===== config.mk =====
export PLATFORM = sky130hd
export DESIGN_NAME = dpd_unpack_seq
export DESIGN_NICKNAME = d
export VERILOG_FILES = /design/src/rtl/dpd_unpack_seq.sv
export SDC_FILE = /design/constraint.sdc
export NUM_CORES = 1
export LEC_CHECK = 0
export ABC_AREA = 1
export BUFFER_PORTS_ARGS = -buffer_cell sky130_fd_sc_hd__buf_2
export CAP_MARGIN = 30
export CORE_MARGIN = 3
export CORE_UTILIZATION = 25
export CTS_CLUSTER_SIZE = 12
export DETAILED_ROUTE_END_ITERATION = 8
export REMOVE_ABC_BUFFERS = 1
export SLEW_MARGIN = 10
export SYNTH_ARGS = -nofsm -noshare
export SYNTH_HDL_FRONTEND = slang
export SYNTH_HIERARCHICAL = 1
export SYNTH_SLANG_ARGS = --single-unit

===== constraint.sdc =====
create_clock -name clk -period 5.32 [get_ports clk]
set_clock_uncertainty 0.15 [all_clocks]
set_input_delay 0.266 -clock clk [delete_from_list [all_inputs] [get_ports clk]]
set_output_delay 0.266 -clock clk [all_outputs]
set_load 0.01 [all_outputs]

===== src/rtl/dpd_unpack_seq.sv =====
// rtl/dpd_unpack_seq.sv - sequential DPD-to-BCD unpacker reusing one declet decoder
// Operand declets are decoded one per cycle, most significant first, while leading zero digits are counted.
module dpd_decode (
  input  logic [9:0]  declet,
  output logic [11:0] bcd
);
  logic [3:0] h;
  logic [3:0] t;
  logic [3:0] u;

  // Cowlishaw decode: the three-bit digit fields move around according to b3, b2:b1 and b6:b5.
  // For b3=1, b2:b1=11, b6:b5=11 the b9:b8 bits are don't-care, so the non-canonical declets decode like canonical ones.
  always_comb begin
    h = {1'b0, declet[9:7]};
    t = {1'b0, declet[6:4]};
    u = {1'b0, declet[2:0]};
    if (declet[3]) begin
      case (declet[2:1])
        2'b00: u = {3'b100, declet[0]};
        2'b01: begin
          t = {3'b100, declet[4]};
          u = {1'b0, declet[6:5], declet[0]};
        end
        2'b10: begin
          h = {3'b100, declet[7]};
          u = {1'b0, declet[9:8], declet[0]};
        end
        default: begin
          case (declet[6:5])
            2'b00: begin
              h = {3'b100, declet[7]};
              t = {3'b100, declet[4]};
              u = {1'b0, declet[9:8], declet[0]};
            end
            2'b01: begin
              h = {3'b100, declet[7]};
              t = {1'b0, declet[9:8], declet[4]};
              u = {3'b100, declet[0]};
            end
            2'b10: begin
              t = {3'b100, declet[4]};
              u = {3'b100, declet[0]};
            end
            default: begin
              h = {3'b100, declet[7]};
              t = {3'b100, declet[4]};
              u = {3'b100, declet[0]};
            end
          endcase
        end
      endcase
    end
    bcd = {h, t, u};
  end
endmodule

module dpd_unpack_seq #(
  parameter int N = 11
) (
  input  logic            clk,
  input  logic            rst_n,
  input  logic            flush,
  input  logic            i_valid,
  output logic            i_ready,
  input  logic [N*10-1:0] i_dpd,
  output logic            o_valid,
  input  logic            o_ready,
  output logic [N*12-1:0] o_bcd,
  output logic [7:0]      o_lzd,
  output logic            busy
);
  typedef enum logic [1:0] {IDLE, RUN, DONE} state_t;

  localparam logic [6:0] IDX_LAST = 7'(N - 1);

  state_t            state_q;
  state_t            state_d;
  logic [N*10-1:0]   dpd_q;
  logic [N*12-1:0]   bcd_q;
  logic [6:0]        idx_q;
  logic [7:0]        lzd_q;
  logic              nz_q;
  logic [11:0]       triple;
  logic [1:0]        lz;
  logic              accept;

  dpd_decode u_dec (
    .declet (dpd_q[idx_q*10 +: 10]),
    .bcd    (triple)
  );

  always_comb begin
    lz = 2'd0;
    if (triple[11:8] == 4'd0) begin
      lz = 2'd1;
      if (triple[7:4] == 4'd0) begin
        lz = 2'd2;
        if (triple[3:0] == 4'd0) lz = 2'd3;
      end
    end
  end

  assign accept = i_valid && (state_q == IDLE) && !flush;

  always_comb begin
    state_d = state_q;
    case (state_q)
      IDLE:    if (accept) state_d = RUN;
      RUN:     if (idx_q == 7'd0) state_d = DONE;
      DONE:    if (o_ready) state_d = IDLE;
      default: state_d = IDLE;
    endcase
    if (flush) state_d = IDLE;
  end

  always_ff @(posedge clk or negedge rst_n) begin
    if (!rst_n) state_q <= IDLE;
    else        state_q <= state_d;
  end

  // Results stay put after a transfer or flush; only a new accept clears them.
  always_ff @(posedge clk or negedge rst_n) begin
    if (!rst_n) begin
      dpd_q <= '0;
      bcd_q <= '0;
      idx_q <= IDX_LAST;
      lzd_q <= 8'd0;
      nz_q  <= 1'b0;
    end else if (!flush) begin
      if (accept) begin
        dpd_q <= i_dpd;
        bcd_q <= '0;
        idx_q <= IDX_LAST;
        lzd_q <= 8'd0;
        nz_q  <= 1'b0;
      end else if (state_q == RUN) begin
        bcd_q[idx_q*12 +: 12] <= triple;
        if (!nz_q) lzd_q <= lzd_q + {6'd0, lz};
        nz_q  <= nz_q | (triple != 12'd0);
        idx_q <= idx_q - 7'd1;
      end
    end
  end

  assign i_ready = (state_q == IDLE);
  assign o_valid = (state_q == DONE);
  assign busy    = (state_q == RUN) || (state_q == DONE);
  assign o_bcd   = bcd_q;
  assign o_lzd   = lzd_q;
endmodule


# Yosys cells after proc, flatten, opt, wreduce, memory -nomap -nowiden
# Cells that the tools add are included.
# word_totals
regBits	260
in_bits	115
word_cells	72
# classes
add_sub_neg	3
mul	2
n_eq_ne	10
shift	3
muxes	27
n_bitwise	2
n_reduce_logical	19
# ops
op	n
132-bit 2-to-1 mux	2
132-bit bitwise mux	1
12-bit by 34-bit variable shift with 132-bit output (first input constant)	1
12-bit by 34-bit indexed part select with 132-bit output	1
110-bit by 12-bit indexed part select with 10-bit output	1
11-bit negator with 34-bit output	1
4-bit 2-to-1 mux	6
8-bit 2-to-1 mux	3
4-bit case mux with 2 select lines	2
7-bit 2-to-1 mux	2
4-bit logical NOT	3
2-bit 2-to-1 mux	6
4-bit case mux with 3 select lines	1
12-bit nonzero test	1
7-bit by 3-bit multiplier with 10-bit output (second input constant)	1
7-bit by 2-bit multiplier with 9-bit output (second input constant)	1
8-bit by 2-bit adder with 8-bit output	1
7-bit logical NOT	1
7-bit by 1-bit subtractor with 7-bit output (second input constant)	1
2-bit by 1-bit == test with 1-bit output (second input constant)	3
2-bit == test (second input constant)	3
2-bit logical NOT	3
3-bit by 2-bit inequality test with 1-bit output (second input constant)	2
2-bit case mux with 3 select lines	1
12 further kinds	18

# Longest topological paths before layout
# logic_depth
depth_word	14
mapped_depth	24
mapped_depth_nobuf	23

# Modules after synthesis
# Netlist, hierarchy kept.
# modules_own_cells
mod	instances	cells_per_inst	area_per_inst_um2
dpd_unpack_seq	1	1923	14139.8
dpd_decode	1	42	188.9

# Worst setup path before layout
# No wires, ideal clock.
# synth_path
kind	register to register
from	reg idx_q[0]
to	reg lzd_q[7], in the netlist o_lzd[7]
setup_time_ns	0.123
arrival_time_ns	3.664
setup_slack_ns	1.383
stages_incl_launch_ff	23
n_path_buf	3
period_less_slack_ns	3.937
path_cell_list	dfrtp_1 > clkbuf_1 > clkbuf_1 > clkbuf_1 > o21ai_0 > o221ai_1 > nand3_1 > a21oi_1 > nand2_1 > nand2_1 > o21ai_1 > nor4_1 > inv_1 > nor2_1 > ha_1 > a21oi_1 > nor2_1 > inv_1 > nor2_1 > and3_1 > nand2_1 > o21ai_0 > a21oi_1
# synth_between
elab_cells_between_ends	29
classes_between	add/sub (1); mul (1); eq/ne (4); shift (1); mux (15); reduce/logical (7)
# synth_rtl
item	line	text
start: declaration	80	logic [6:0] idx_q;
start signal: assignment	140	idx_q <= idx_q - 7'd1;
7-bit by 3-bit multiplier with 10-bit output *	88	.declet (dpd_q[idx_q*10 +: 10]),
110-bit by 12-bit indexed part select with 10-bit output *	88	
2-bit by 1-bit == test with 1-bit output, or another cell as far along	29	case (declet[6:5])
4-bit 2-to-1 mux / 2-bit OR reduction (equally long branches)	n/a	
4-bit case mux with 2 select lines	18	case (declet[2:1])
4-bit 2-to-1 mux *	17	if (declet[3]) begin
named net triple[6]	83	logic [11:0] triple;
4-bit logical NOT *	96	if (triple[7:4] == 4'd0) begin
2-bit 2-to-1 mux *	96	
2-bit 2-to-1 mux *	94	if (triple[11:8] == 4'd0) begin
8-bit by 2-bit adder with 8-bit output *	138	if (!nz_q) lzd_q <= lzd_q + {6'd0, lz};
8-bit 2-to-1 mux *	138	
8-bit 2-to-1 mux *	136	end else if (state_q == RUN) begin
8-bit 2-to-1 mux *	130	if (accept) begin
end signal: assignment	138	
end: declaration	81	logic [7:0] lzd_q;
# The timed path passes the listed nets; every way through them passes the cells marked *. The select of a mux whose other input is x is not followed.
# A chain may end at the register's enable or synchronous reset.

# Worst setup path in the final report
# layout_path
from	reg idx_q[1]
to	reg bcd_q[26], in the netlist o_bcd[26]
# layout_between
elab_chain_cells	10
elab_cells_between_ends	26
classes_between	add/sub (1); mul (2); eq/ne (4); shift (3); mux (12); reduce/logical (4)
# layout_rtl
item	line	text
7-bit by 3-bit multiplier with 10-bit output *	88	
110-bit by 12-bit indexed part select with 10-bit output *	88	
2-bit logical NOT	29	
4-bit 2-to-1 mux	29	
4-bit case mux with 3 select lines	18	
4-bit 2-to-1 mux *	17	
named net triple[2]	83	
12-bit by 34-bit indexed part select with 132-bit output *	137	bcd_q[idx_q*12 +: 12] <= triple;
132-bit bitwise mux *	137	
132-bit 2-to-1 mux *	136	
132-bit 2-to-1 mux *	130	
end signal: indexed assignment	137	
end: declaration	79	logic [N*12-1:0] bcd_q;
# Marked as above.

==> parameters.txt <==
Parameter                              Value

Status
  Status ... completed

Finish
  Commonest cells after routing, fill and taps aside ... nand2_1 (715), dfrtp_1 (257), buf_2 (256), nand3_1 (241), nor2_1 (173)
  Multi-input combinational cell area ... about 7000 um^2
  Non-filler cells in the finished layout ... between 3000 and 4000
  Sequential cell area ... 6510 um^2
  Fraction of final layout cells sized beyond drive strength 1 ... 17.2%
  Filler cells ... 6012
  Antenna cell count ... 0
  Layout-stage area growth over the synthesis result ... 29.6%
  Nets ... between 2000 and 2500
  Most common cell after layout, fill and taps aside ... nand2_1

CTS
  Clock tree buffer depth ... 3
  Number of gates given a new drive strength after cts ... 0
  Clock latency of the later-clocked register in the worst-skew pair ... about 0.58 ns
  CTS tree ... built
  Max H-tree Level ... 1
  Register clock-pin slew on the reported worst setup and hold paths ... about 0.060 ns
  Clock Sinks ... 260
  Number of buffers created by CTS ... 31
  Clock root buffer ... clkbuf_16

Detailed routing
  Number of iterations in the first detailed-routing pass ... 6
  Starting DRT DRC Count ... around 1300
  Per-cell routed wire length ... between 15 and 20 um
  Via count normalized by instance count ... 4.69
  Post-route antenna net violation count ... 0
  WL final ... approximately 52000 um
  DR DRC count ... 0
  Vias ... roughly 14000

Yosys
  Yosys cell types ... 39
  Register area share after synthesis ... 45.4%
  Xor and xnor area share after synthesis ... less than 1%
  Dominant combinational cell family by area after synthesis ... simple AND/OR/NAND/NOR gates
  Synthesized-area fraction occupied by ao, oa, aoi and oai cells ... a little under a tenth
  Most instantiated flip-flop cell in the synthesis netlist ... dfrtp_1
  Area share of the leading cell type in the synthesized netlist ... a little under half
  Adder and majority gate portion of the synthesized area ... between 2 and 2.5%
  Number of warnings reported in the yosys synthesis log ... 6
  Number of synthesized flops with an enable pin ... 0
  #FFs+latches synth ... 260
  Multiplexer share of the synthesized area ... 0%
  Cell area after synthesis ... 14300 um^2
  Simple-gate area share of the yosys netlist ... a little under two fifths
  Mean Syn Cell Area ... 7.29 um^2
  Synth async-reset ratio ... 100%
  Cell type with the highest aggregate area in the netlist ... dfrtp_1
  Top post-synthesis cells by area ... dfrtp_1 (45%), nand2_1 (19%), nand3_1 (8.4%), nor2_1 (4.6%), o21ai_0 (3.6%)
  Cell count after synthesis ... approximately 2000

Worst setup path
  Highest net fanout along the worst path ... 30
  Category of the worst setup path capture point ... flop
  Required time of the critical path ... approximately 5.7 ns
  Setup CP Type ... flop to flop
  Sort of element at the start of the critical path ... flop
  Arrival time of data at the critical path endpoint ... 4.84 ns
  Reg-to-reg slack, setup ... ~0.84 ns

Floorplan
  Core Area ... 56500 um^2
  Area enclosed by the die boundary ... about 60000 um^2
  Initial Utilization ... about 25%
  Die W ... approximately 250 um
  Die Height ... ~250 um
  Number of top-level design ports ... roughly 260
  Cell row count ... 87

Place
  Gp weighted congestion ... ~0.93
  Final HPWL DP ... between 30000 and 40000 um
  Dpl cells ... ~2900
  Port-buffer cells ... 257

Run
  Total of max-cap violations ... 0

STA
  Final Max Slew Viols ... 0
  Slew of the pin with the lowest slew margin ... between 0.9 and 1 ns
  Final hold vios ... 0
  Maximum clock rate ... around 220 MHz
  Final setup vio count ... 0
  Final worst path period need ... ~4.5 ns
  Post-route fraction of the period consumed by the critical path ... a little over four fifths
  RSZ-0062 raised after global routing ... false
  Worst hold margin ... 0.0944 ns
  Worst-case headroom to the max-slew limit ... a little over a third

Global route
  Maximum number of pins on one net before global-route repair ... approximately 120
  Antenna violations before repair ... 0
  Combined global-route utilization of all metal layers ... ~17%
  Vias in the first global route ... 13798
  First-pass GRT wire length ... about 80000 um
  GRT overflow ... 0

Power
  Power density relative to cell area ... between 600 and 700 nW/um^2
  VDD IR max ... between 0.0006 and 0.0007 V
  Lkg Pwr ... 9.61 nW

Min path
  Tightest Hold Check Type ... input pin to flop
==> report_power, final <==
group	switching [mW]	total, mW	internal (mW)
registers	0.421	3.02	2.60
clock network	0.881	2.15	1.26
logic	5.51	7.47	1.96
==> Yosys cell counts (7+ instances only) <==
master,count
a21oi_1,48
nand3_1,241
nand4_1,40
ha_1,23
o211ai_1,15
nand2_2,7
nand3_2,7
dfrtp_1,258
nor2_1,174
o21ai_1,27
nand2_1,715
inv_2,11
clkbuf_1,73
nand3b_1,9
buf_1,12
inv_1,103
o21ai_0,103
o221ai_1,21
nor2_2,17
==> critical path, cell delays in order, from the launching register on <==
cell and delay [ns]:
dfstp_2 0.49, inv_1 0.24, buf_4 0.34, o21ai_0 0.14, o221ai_1 0.19, nand3_1 0.13, a21oi_1 0.46, nand2_1 0.15
inv_1 0.09, nand3_1 0.09, nand2_1 0.16, inv_1 0.07, o21ai_0 0.39, nand3_1 0.21, o21ai_0 0.71, nand3_1 0.16
nand2_1 0.11, o21ai_0 0.07, inv_1 0.05
==> registers in the layout, indices dropped and copies added (netlist names) <==
| register | count |
|---|---|
| o_bcd | 132 |
| dpd_q | 110 |
| state_q | 2 |
| o_lzd | 8 |
| nz_q | 1 |
| idx_q | 7 |
==> per-stage QoR <==
stage | TNS [ns] | util (%) | instance area, um^2 | worst slack [ns] | power, mW
after floorplan | -1133.84 | - | 13900 | -5.20 | 7.78
after global placement | 0 | 29.0 | 16400 | 0.926 | 10.3
after detailed placement | 0 | 29.0 | 16400 | 0.905 | 10.3
after CTS | 0 | 32.9 | 18600 | 0.873 | 12.6
after global routing | 0 | 32.9 | 18600 | 0.287 | 13.6
final | 0 | 32.9 | 18600 | 0.841 | 12.6
==> path summary, 6_finish.rpt <==
| kind | depth (start not counted) | start | to |
|---|---|---|---|
| setup / recovery | 18 | idx_q[1] | o_bcd[26] |
| hold / removal | 4 | i_valid | o_bcd[95] |
| setup reg to reg | 18 | idx_q[1] | o_bcd[26] |
| hold reg to reg | 2 | dpd_q[23] | dpd_q[23] |
| max in group asynchronous | 3 | rst_n | o_lzd[5] |
| min in group asynchronous | 2 | rst_n | o_bcd[81] |
==> metal layers <==
| layer | track usage, % | share of wire, % |
|---|---|---|
| met3 | 3.05 | 7.0 |
| met4 | 3.96 | 2.5 |
| met1 | 23.4 | 45 |
| met2 | 26.7 | 45 |
| met5 | 0 | 0 |
==> cell families after synthesis <==
logic type      Yosys count
compound gates          229
xor+xnor                  1
fa+ha+maj                25
buf+inv                 213
flops                   260
simple gates           1237
==> repair_timing <==
item	in CTS	in global routing
hold buffers	115	0
setup endpoints to repair	0	0
hold endpoints to repair	203	0
buffers inserted	0	0
==> cell type report <==
type | count | share of cell area (%)
timing repair buffer | 393 | 14.2
sequential | 260 | 35.0
multi-input combinational | 1492 | 37.7
inverter | 117 | 2.42
tap | 756 | 5.09
clock buffer | 43 | 4.80
clock inverter | 14 | 0.761
Note: power is estimated with default switching activity, not from simulation.
